--- src/rtl/cms_write_sequencer_if.sv ---
// Host-side write port and shared SAA1099 bus of the CMS write sequencer.
// Handshake: host_wr is a one-cycle push with no ready. A write that arrives while full=1 is dropped and latches overflow.
interface cms_write_sequencer_if #(
  parameter int FIFO_DEPTH = 8
);
  localparam int LVL_W = $clog2(FIFO_DEPTH) + 1;

  logic             host_wr;
  logic [1:0]       host_port;
  logic [7:0]       host_data;
  logic             flush;
  logic             ovf_clr;
  logic             full;
  logic [LVL_W-1:0] level;
  logic             busy;
  logic             overflow;
  logic [1:0]       saa_cs_n;
  logic             saa_a0;
  logic             saa_wr_n;
  logic [7:0]       saa_din;
  logic [2:0]       dbg_state;

  modport master (
    output host_wr, host_port, host_data, flush, ovf_clr,
    input  full, level, busy, overflow,
    input  saa_cs_n, saa_a0, saa_wr_n, saa_din, dbg_state
  );

  modport slave (
    input  host_wr, host_port, host_data, flush, ovf_clr,
    output full, level, busy, overflow,
    output saa_cs_n, saa_a0, saa_wr_n, saa_din, dbg_state
  );
endinterface

--- src/rtl/cms_write_sequencer.sv ---
// Buffers host writes for the two SAA1099 chips and replays each one as a
// framed cs_n/a0/wr_n/din cycle with fixed setup, strobe, hold and recovery.
module cms_write_sequencer #(
  parameter int FIFO_DEPTH = 8,
  parameter int WR_LOW     = 2,
  parameter int WR_GAP     = 4
) (
  input  logic                   clk_sys,
  input  logic                   rst_n,
  cms_write_sequencer_if.slave   bus_if
);
  localparam int PTR_W  = $clog2(FIFO_DEPTH);
  localparam int LVL_W  = PTR_W + 1;
  localparam int MAX_PH = (WR_LOW > WR_GAP) ? WR_LOW : WR_GAP;
  localparam int CNT_W  = (MAX_PH > 1) ? $clog2(MAX_PH) : 1;

  typedef enum logic [2:0] {
    S_IDLE   = 3'd0,
    S_SETUP  = 3'd1,
    S_STROBE = 3'd2,
    S_HOLD   = 3'd3,
    S_GAP    = 3'd4
  } state_t;

  logic [9:0]       mem_q [FIFO_DEPTH];
  logic [PTR_W-1:0] wr_ptr_q, rd_ptr_q;
  logic [LVL_W-1:0] level_q;
  logic             overflow_q;

  state_t           state_q;
  logic [CNT_W-1:0] cnt_q;
  logic [9:0]       ent_q;
  logic [1:0]       cs_n_q;
  logic             wr_n_q;
  logic             a0_q;
  logic [7:0]       din_q;

  logic full, push, drop, pop;

  assign full = (level_q == LVL_W'(FIFO_DEPTH));
  assign push = bus_if.host_wr && !full && !bus_if.flush;
  assign drop = bus_if.host_wr && full && !bus_if.flush;
  // Head leaves the FIFO when the bus is free: from IDLE, or on the last GAP cycle.
  assign pop  = !bus_if.flush && (level_q != '0) &&
                ((state_q == S_IDLE) || ((state_q == S_GAP) && (cnt_q == '0)));

  always_ff @(posedge clk_sys) begin
    if (!rst_n) begin
      wr_ptr_q   <= '0;
      rd_ptr_q   <= '0;
      level_q    <= '0;
      overflow_q <= 1'b0;
    end else begin
      if (bus_if.flush) begin
        wr_ptr_q <= '0;
        rd_ptr_q <= '0;
        level_q  <= '0;
      end else begin
        if (push) wr_ptr_q <= wr_ptr_q + PTR_W'(1);
        if (pop)  rd_ptr_q <= rd_ptr_q + PTR_W'(1);
        if (push && !pop)      level_q <= level_q + LVL_W'(1);
        else if (!push && pop) level_q <= level_q - LVL_W'(1);
      end
      if (drop)                overflow_q <= 1'b1;
      else if (bus_if.ovf_clr) overflow_q <= 1'b0;
    end
  end

  always_ff @(posedge clk_sys) begin
    if (push) mem_q[wr_ptr_q] <= {bus_if.host_port, bus_if.host_data};
  end

  // Bus pins are a registered decode of the current state, so they lag the state by one cycle.
  always_ff @(posedge clk_sys) begin
    if (!rst_n) begin
      state_q <= S_IDLE;
      cnt_q   <= '0;
      ent_q   <= '0;
      cs_n_q  <= 2'b11;
      wr_n_q  <= 1'b1;
      a0_q    <= 1'b0;
      din_q   <= 8'h00;
    end else begin
      case (state_q)
        S_SETUP: begin
          cs_n_q <= ent_q[9] ? 2'b01 : 2'b10;
          a0_q   <= ent_q[8];
          din_q  <= ent_q[7:0];
          wr_n_q <= 1'b1;
        end
        S_STROBE: wr_n_q <= 1'b0;
        S_HOLD:   wr_n_q <= 1'b1;
        default: begin
          cs_n_q <= 2'b11;
          wr_n_q <= 1'b1;
        end
      endcase

      if (pop) ent_q <= mem_q[rd_ptr_q];

      case (state_q)
        S_IDLE: begin
          cnt_q <= '0;
          if (pop) state_q <= S_SETUP;
        end
        S_SETUP: begin
          state_q <= S_STROBE;
          cnt_q   <= CNT_W'(WR_LOW - 1);
        end
        S_STROBE: begin
          if (cnt_q == '0) state_q <= S_HOLD;
          else             cnt_q   <= cnt_q - CNT_W'(1);
        end
        S_HOLD: begin
          state_q <= S_GAP;
          cnt_q   <= CNT_W'(WR_GAP - 1);
        end
        S_GAP: begin
          if (cnt_q == '0) begin
            state_q <= pop ? S_SETUP : S_IDLE;
            cnt_q   <= '0;
          end else begin
            cnt_q <= cnt_q - CNT_W'(1);
          end
        end
        default: begin
          state_q <= S_IDLE;
          cnt_q   <= '0;
        end
      endcase
    end
  end

  assign bus_if.full      = full;
  assign bus_if.level     = level_q;
  assign bus_if.busy      = (state_q != S_IDLE) || (level_q != '0);
  assign bus_if.overflow  = overflow_q;
  assign bus_if.saa_cs_n  = cs_n_q;
  assign bus_if.saa_a0    = a0_q;
  assign bus_if.saa_wr_n  = wr_n_q;
  assign bus_if.saa_din   = din_q;
  assign bus_if.dbg_state = state_q;
endmodule

--- src/flat_wrapper.sv ---
// flat-port wrapper written by rule: the top's interface ports become plain ports
module cms_write_sequencer_flat 
#(
  parameter int FIFO_DEPTH = 8,
  parameter int WR_LOW     = 2,
  parameter int WR_GAP     = 4
)
  (clk_sys, rst_n, bus_if_host_wr, bus_if_host_port, bus_if_host_data, bus_if_flush, bus_if_ovf_clr, bus_if_full, bus_if_level, bus_if_busy, bus_if_overflow, bus_if_saa_cs_n, bus_if_saa_a0, bus_if_saa_wr_n, bus_if_saa_din, bus_if_dbg_state);
  cms_write_sequencer_if #(.FIFO_DEPTH(FIFO_DEPTH)) bus_if_i ();
  input  logic clk_sys;
  input  logic rst_n;
  input wire logic [$bits(bus_if_i.host_wr)-1:0] bus_if_host_wr;
  input wire logic [$bits(bus_if_i.host_port)-1:0] bus_if_host_port;
  input wire logic [$bits(bus_if_i.host_data)-1:0] bus_if_host_data;
  input wire logic [$bits(bus_if_i.flush)-1:0] bus_if_flush;
  input wire logic [$bits(bus_if_i.ovf_clr)-1:0] bus_if_ovf_clr;
  output wire logic [$bits(bus_if_i.full)-1:0] bus_if_full;
  output wire logic [$bits(bus_if_i.level)-1:0] bus_if_level;
  output wire logic [$bits(bus_if_i.busy)-1:0] bus_if_busy;
  output wire logic [$bits(bus_if_i.overflow)-1:0] bus_if_overflow;
  output wire logic [$bits(bus_if_i.saa_cs_n)-1:0] bus_if_saa_cs_n;
  output wire logic [$bits(bus_if_i.saa_a0)-1:0] bus_if_saa_a0;
  output wire logic [$bits(bus_if_i.saa_wr_n)-1:0] bus_if_saa_wr_n;
  output wire logic [$bits(bus_if_i.saa_din)-1:0] bus_if_saa_din;
  output wire logic [$bits(bus_if_i.dbg_state)-1:0] bus_if_dbg_state;
  assign bus_if_i.host_wr = bus_if_host_wr;
  assign bus_if_i.host_port = bus_if_host_port;
  assign bus_if_i.host_data = bus_if_host_data;
  assign bus_if_i.flush = bus_if_flush;
  assign bus_if_i.ovf_clr = bus_if_ovf_clr;
  assign bus_if_full = bus_if_i.full;
  assign bus_if_level = bus_if_i.level;
  assign bus_if_busy = bus_if_i.busy;
  assign bus_if_overflow = bus_if_i.overflow;
  assign bus_if_saa_cs_n = bus_if_i.saa_cs_n;
  assign bus_if_saa_a0 = bus_if_i.saa_a0;
  assign bus_if_saa_wr_n = bus_if_i.saa_wr_n;
  assign bus_if_saa_din = bus_if_i.saa_din;
  assign bus_if_dbg_state = bus_if_i.dbg_state;
  cms_write_sequencer #(.FIFO_DEPTH(FIFO_DEPTH), .WR_LOW(WR_LOW), .WR_GAP(WR_GAP)) u_core (.clk_sys(clk_sys), .rst_n(rst_n), .bus_if(bus_if_i));
endmodule
--- config.mk ---
export PLATFORM = sky130hd
export DESIGN_NAME = cms_write_sequencer_flat
export DESIGN_NICKNAME = d
export VERILOG_FILES = /design/src/rtl/cms_write_sequencer_if.sv /design/src/rtl/cms_write_sequencer.sv /design/src/flat_wrapper.sv
export SDC_FILE = /design/constraint.sdc
export NUM_CORES = 1
export LEC_CHECK = 0
export BUFFER_PORTS_ARGS = -buffer_cell sky130_fd_sc_hd__buf_2
export CORE_ASPECT_RATIO = 2
export CORE_MARGIN = 3
export CORE_UTILIZATION = 50
export DETAILED_ROUTE_END_ITERATION = 10
export GPL_ROUTABILITY_DRIVEN = 0
export HOLD_SLACK_MARGIN = 0.03
export PLACE_DENSITY = 0.79
export SETUP_SLACK_MARGIN = 0.4
export SYNTH_ARGS = -nofsm -noshare
export SYNTH_HDL_FRONTEND = slang
export SYNTH_SLANG_ARGS = --single-unit
--- constraint.sdc ---
create_clock -name clk_sys -period 3.4 [get_ports clk_sys]
set_input_delay 0.17 -clock clk_sys [delete_from_list [all_inputs] [get_ports clk_sys]]
set_output_delay 0.17 -clock clk_sys [all_outputs]
set_load 0.01 [all_outputs]
==> results_dict.tcl <==
set metrics [dict create \
    ir_drop_uv 440.8 \
    finalSetupViolCount 0 \
    powerDensity_nw_per_um2 677.5 \
    dp_hpwl_um 5912 \
    path_clk_slew_ns 0.05 \
    avgSynthCellArea_um2 14.62 \
    ant_nets 0 \
    ys.flop_type "edfxtp_1" \
    postCtsResizedCells 0 \
    ff_latch_area_um2 3163 \
    fin_crit_sh 0.8007 \
    slew_headroom 0.2554 \
    diodes 0 \
    critPathSlowestCell "mux2_2" \
    first_global_vias 2821 \
    route.met3.wl_um 311 \
    synth_top_area_share 0.5117 \
    yosys.cell_types.count 38 \
    wl_um 9169 \
    crit_path_start_kind "register" \
    skew_ns 0.009478 \
    start_util 0.5174 \
    fin_tns_setup_ns 0 \
    grt.overflow.total 0 \
    drt_iter0_drc 112 \
    seq_area_frac_synth 0.6738 \
    clock_sinks 118 \
    num_vias 2766 \
    ys_warn_count 0 \
    rows 49 \
    fin_nets 401 \
    post-route-min-period_ns 2.722 \
    cap_violations 0 \
    fin_total_pwr_uw 3845 \
    final_cell_area_um2 5675 \
    max_freq_mhz 367.3 \
    clockBufferDepth 2 \
    wl_met1_um 3468 \
    slowest_delay_ns 0.35 \
    die-area_um2 10660 \
    synth_area_leaders "edfxtp_1, dfxtp_1, mux4_2, nand2_1, ha_1" \
    met2WireLength_um 5178 \
    synth_nets 345 \
    track_usage 0.1942 \
    synth_edf_count 80 \
    placed_area_um2 5002 \
    holdBufCountCts 6 \
    syn2layout_area_growth_pct 20.90 \
    coreArea_um2 9074 \
    drc 0 \
    wl_per_cell_um 18.64 \
    viasPerCell 5.622 \
    cts_tree "built" \
    antenna_found_initial 0 \
    top_layer "met4" \
    hold_class "in -> reg" \
    layout-drive-gt1-share 0.2590 \
    io_buffers 36 \
    cp.arrival_ns 3.02 \
    finalMaxSlewViolations 0 \
    netlist_area_um2 4695 \
    multiInputGateArea_um2 1434 \
    cts_setup_buffers 0 \
    worst_slew_pin_slew_ns 1.115 \
    synth_seq_cells 118 \
    final.fill_count 657 \
    grt_max_degree 28 \
    syn-instance-count 321 \
    p_leak_uw 0.002024 \
    async_flop_share 0 \
    cp.required_ns 3.70 \
    endpoint_kind "register" \
    path_class "reg -> reg" \
    rsz0062_at_grt "false" \
    htree_levels 4 \
    timing_hold_violations_final 0 \
    path_max_fanout 5 \
    cts_buffers 17 \
    drtPass1Iterations 4 \
    clk_latency_ns 0.41 \
    die_w_um 74.52 \
    pin_count 37 \
    yosys.area.top_type "edfxtp_1" \
    reg2reg_setup_slack_ns 0.68 \
    die_h_um 143.0 \
    path_cells "inv_1 -> ha_1 -> nor2b_1 -> nor4b_4 -> inv_1 -> ha_1 -> inv_1 -> ha_1 -> a21oi_1 -> a211oi_1 -> a31oi_1 -> mux2_2" \
    grt_first_pass_wirelength_um 14680 \
    status "complete, no violations" \
    cts_root_buf "clkbuf_16" \
]
-- power breakdown --
part / switching, µW / total [µW] / internal (µW)
Combinational: 207 / 370 / 163
Sequential: 60.7 / 1650 / 1590
Clock: 605 / 1820 / 1220
Total: 873 / 3850 / 2970
-- worst paths after layout --
| check | depth (start not counted) | end | startpoint |
|---|---|---|---|
| setup reg to reg | 12 | u_core.bus_if.level[3] | u_core.cnt_q[0] |
| hold / removal | 1 | u_core.mem_q[7][3] | bus_if_host_data[3] |
| hold reg to reg | 2 | u_core.bus_if.saa_din[3] | u_core.bus_if.saa_din[3] |
| setup / recovery | 12 | u_core.bus_if.level[3] | u_core.cnt_q[0] |
-- critical path, delay by kind of cell, from the launching register on --
| kind | cells | cell delay, ns |
|---|---|---|
| buffers and inverters | 3 | 0.28 |
| AND/OR/NAND/NOR | 2 | 0.40 |
| flip-flops | 1 | 0.33 |
| multiplexers | 1 | 0.35 |
| AO/OA/AOI/OAI | 3 | 0.49 |
| adder cells (fa/ha/maj) | 3 | 0.77 |
-- metal layers --
layer  vias up  GRT usage
li1       1311          -
met1      1381     0.2021
met2        56     0.3429
met3        18    0.06061
met4         0    0.09193
met5         -          0
-- through the flow --
step | setup slack (ns) | utilization | cells | hold WS [ns]
6_report | 0.6776 | 0.6255 | 492 | 0.05053
5_1_grt | 0.4852 | 0.6255 | 492 | 0.04907
4_1_cts | 0.6993 | 0.6255 | 492 | 0.03109
3_5_place_dp | 0.7115 | 0.5513 | 454 | 0.4382
3_3_place_gp | 0.8319 | 0.5513 | 454 | 0.4273
2_1_floorplan | 0.5833 | - | 321 | 0.2689
-- state kept, by name (all words and copies together) (netlist names), 2 cells and up --
register	count
u_core.bus_if.saa_cs_n	2
u_core.cnt_q	2
u_core.bus_if.dbg_state	3
u_core.ent_q	10
u_core.bus_if.saa_din	8
u_core.mem_q	80
u_core.rd_ptr_q	3
u_core.bus_if.level	4
u_core.wr_ptr_q	3
-- cells by family after synthesis --
group / Yosys count / synth area share
DFF: 118 / 0.6738
xor gates and xnor gates: 5 / 0.009328
muxes: 26 / 0.1090
buffers and inverters: 21 / 0.02079
adders and majority gates: 9 / 0.02559
AOI/OAI and AO/OA: 45 / 0.05944
and+or+nand+nor: 97 / 0.1021
-- cells in the final DEF, fill, tap and decap left out, types with 5 or more instances in the layout --
| cell | netlist | routed |
|---|---|---|
| edfxtp_1 | 80 | 80 |
| nand2_1 | 45 | 45 |
| dfxtp_1 | 38 | 38 |
| buf_2 | 3 | 36 |
| nor2_1 | 20 | 20 |
| mux4_2 | 20 | 20 |
| clkbuf_16 | 0 | 17 |
| a31oi_1 | 11 | 11 |
| a21boi_0 | 10 | 10 |
| buf_4 | 2 | 10 |
| nor2b_1 | 8 | 8 |
| o21ai_1 | 8 | 8 |
| ha_1 | 8 | 8 |
| inv_1 | 6 | 6 |
| o21ai_0 | 6 | 6 |
| dlygate4sd3_1 | 0 | 6 |
| nand2b_1 | 5 | 5 |
| mux2i_1 | 5 | 5 |
| a21oi_1 | 5 | 5 |
-- final cells by class --
class,instances,area share
well taps,102,0.02249
flip-flops and latches,118,0.5573
multi-input cells,182,0.2526
repair buffers,52,0.05556
clock inverters,14,0.03241
inverters,6,0.003968
clock buffers,18,0.07562
-- synth_stat cells (2+ instances only) --
master     n
a211oi_1   2
a21boi_0  10
a21oi_1    5
a31oi_1   11
and2_1     3
and3b_1    2
buf_2      3
buf_4      2
clkbuf_1   9
dfxtp_1   38
edfxtp_1  80
ha_1       8
inv_1      6
mux2i_1    5
mux4_2    20
nand2_1   45
nand2b_1   5
nand3_1    4
nand3b_1   2
nor2_1    20
nor2b_1    8
nor3_1     2
o21ai_0    6
o21ai_1    8
xnor2_1    4
No activity file was read; power rests on OpenSTA's default activity.
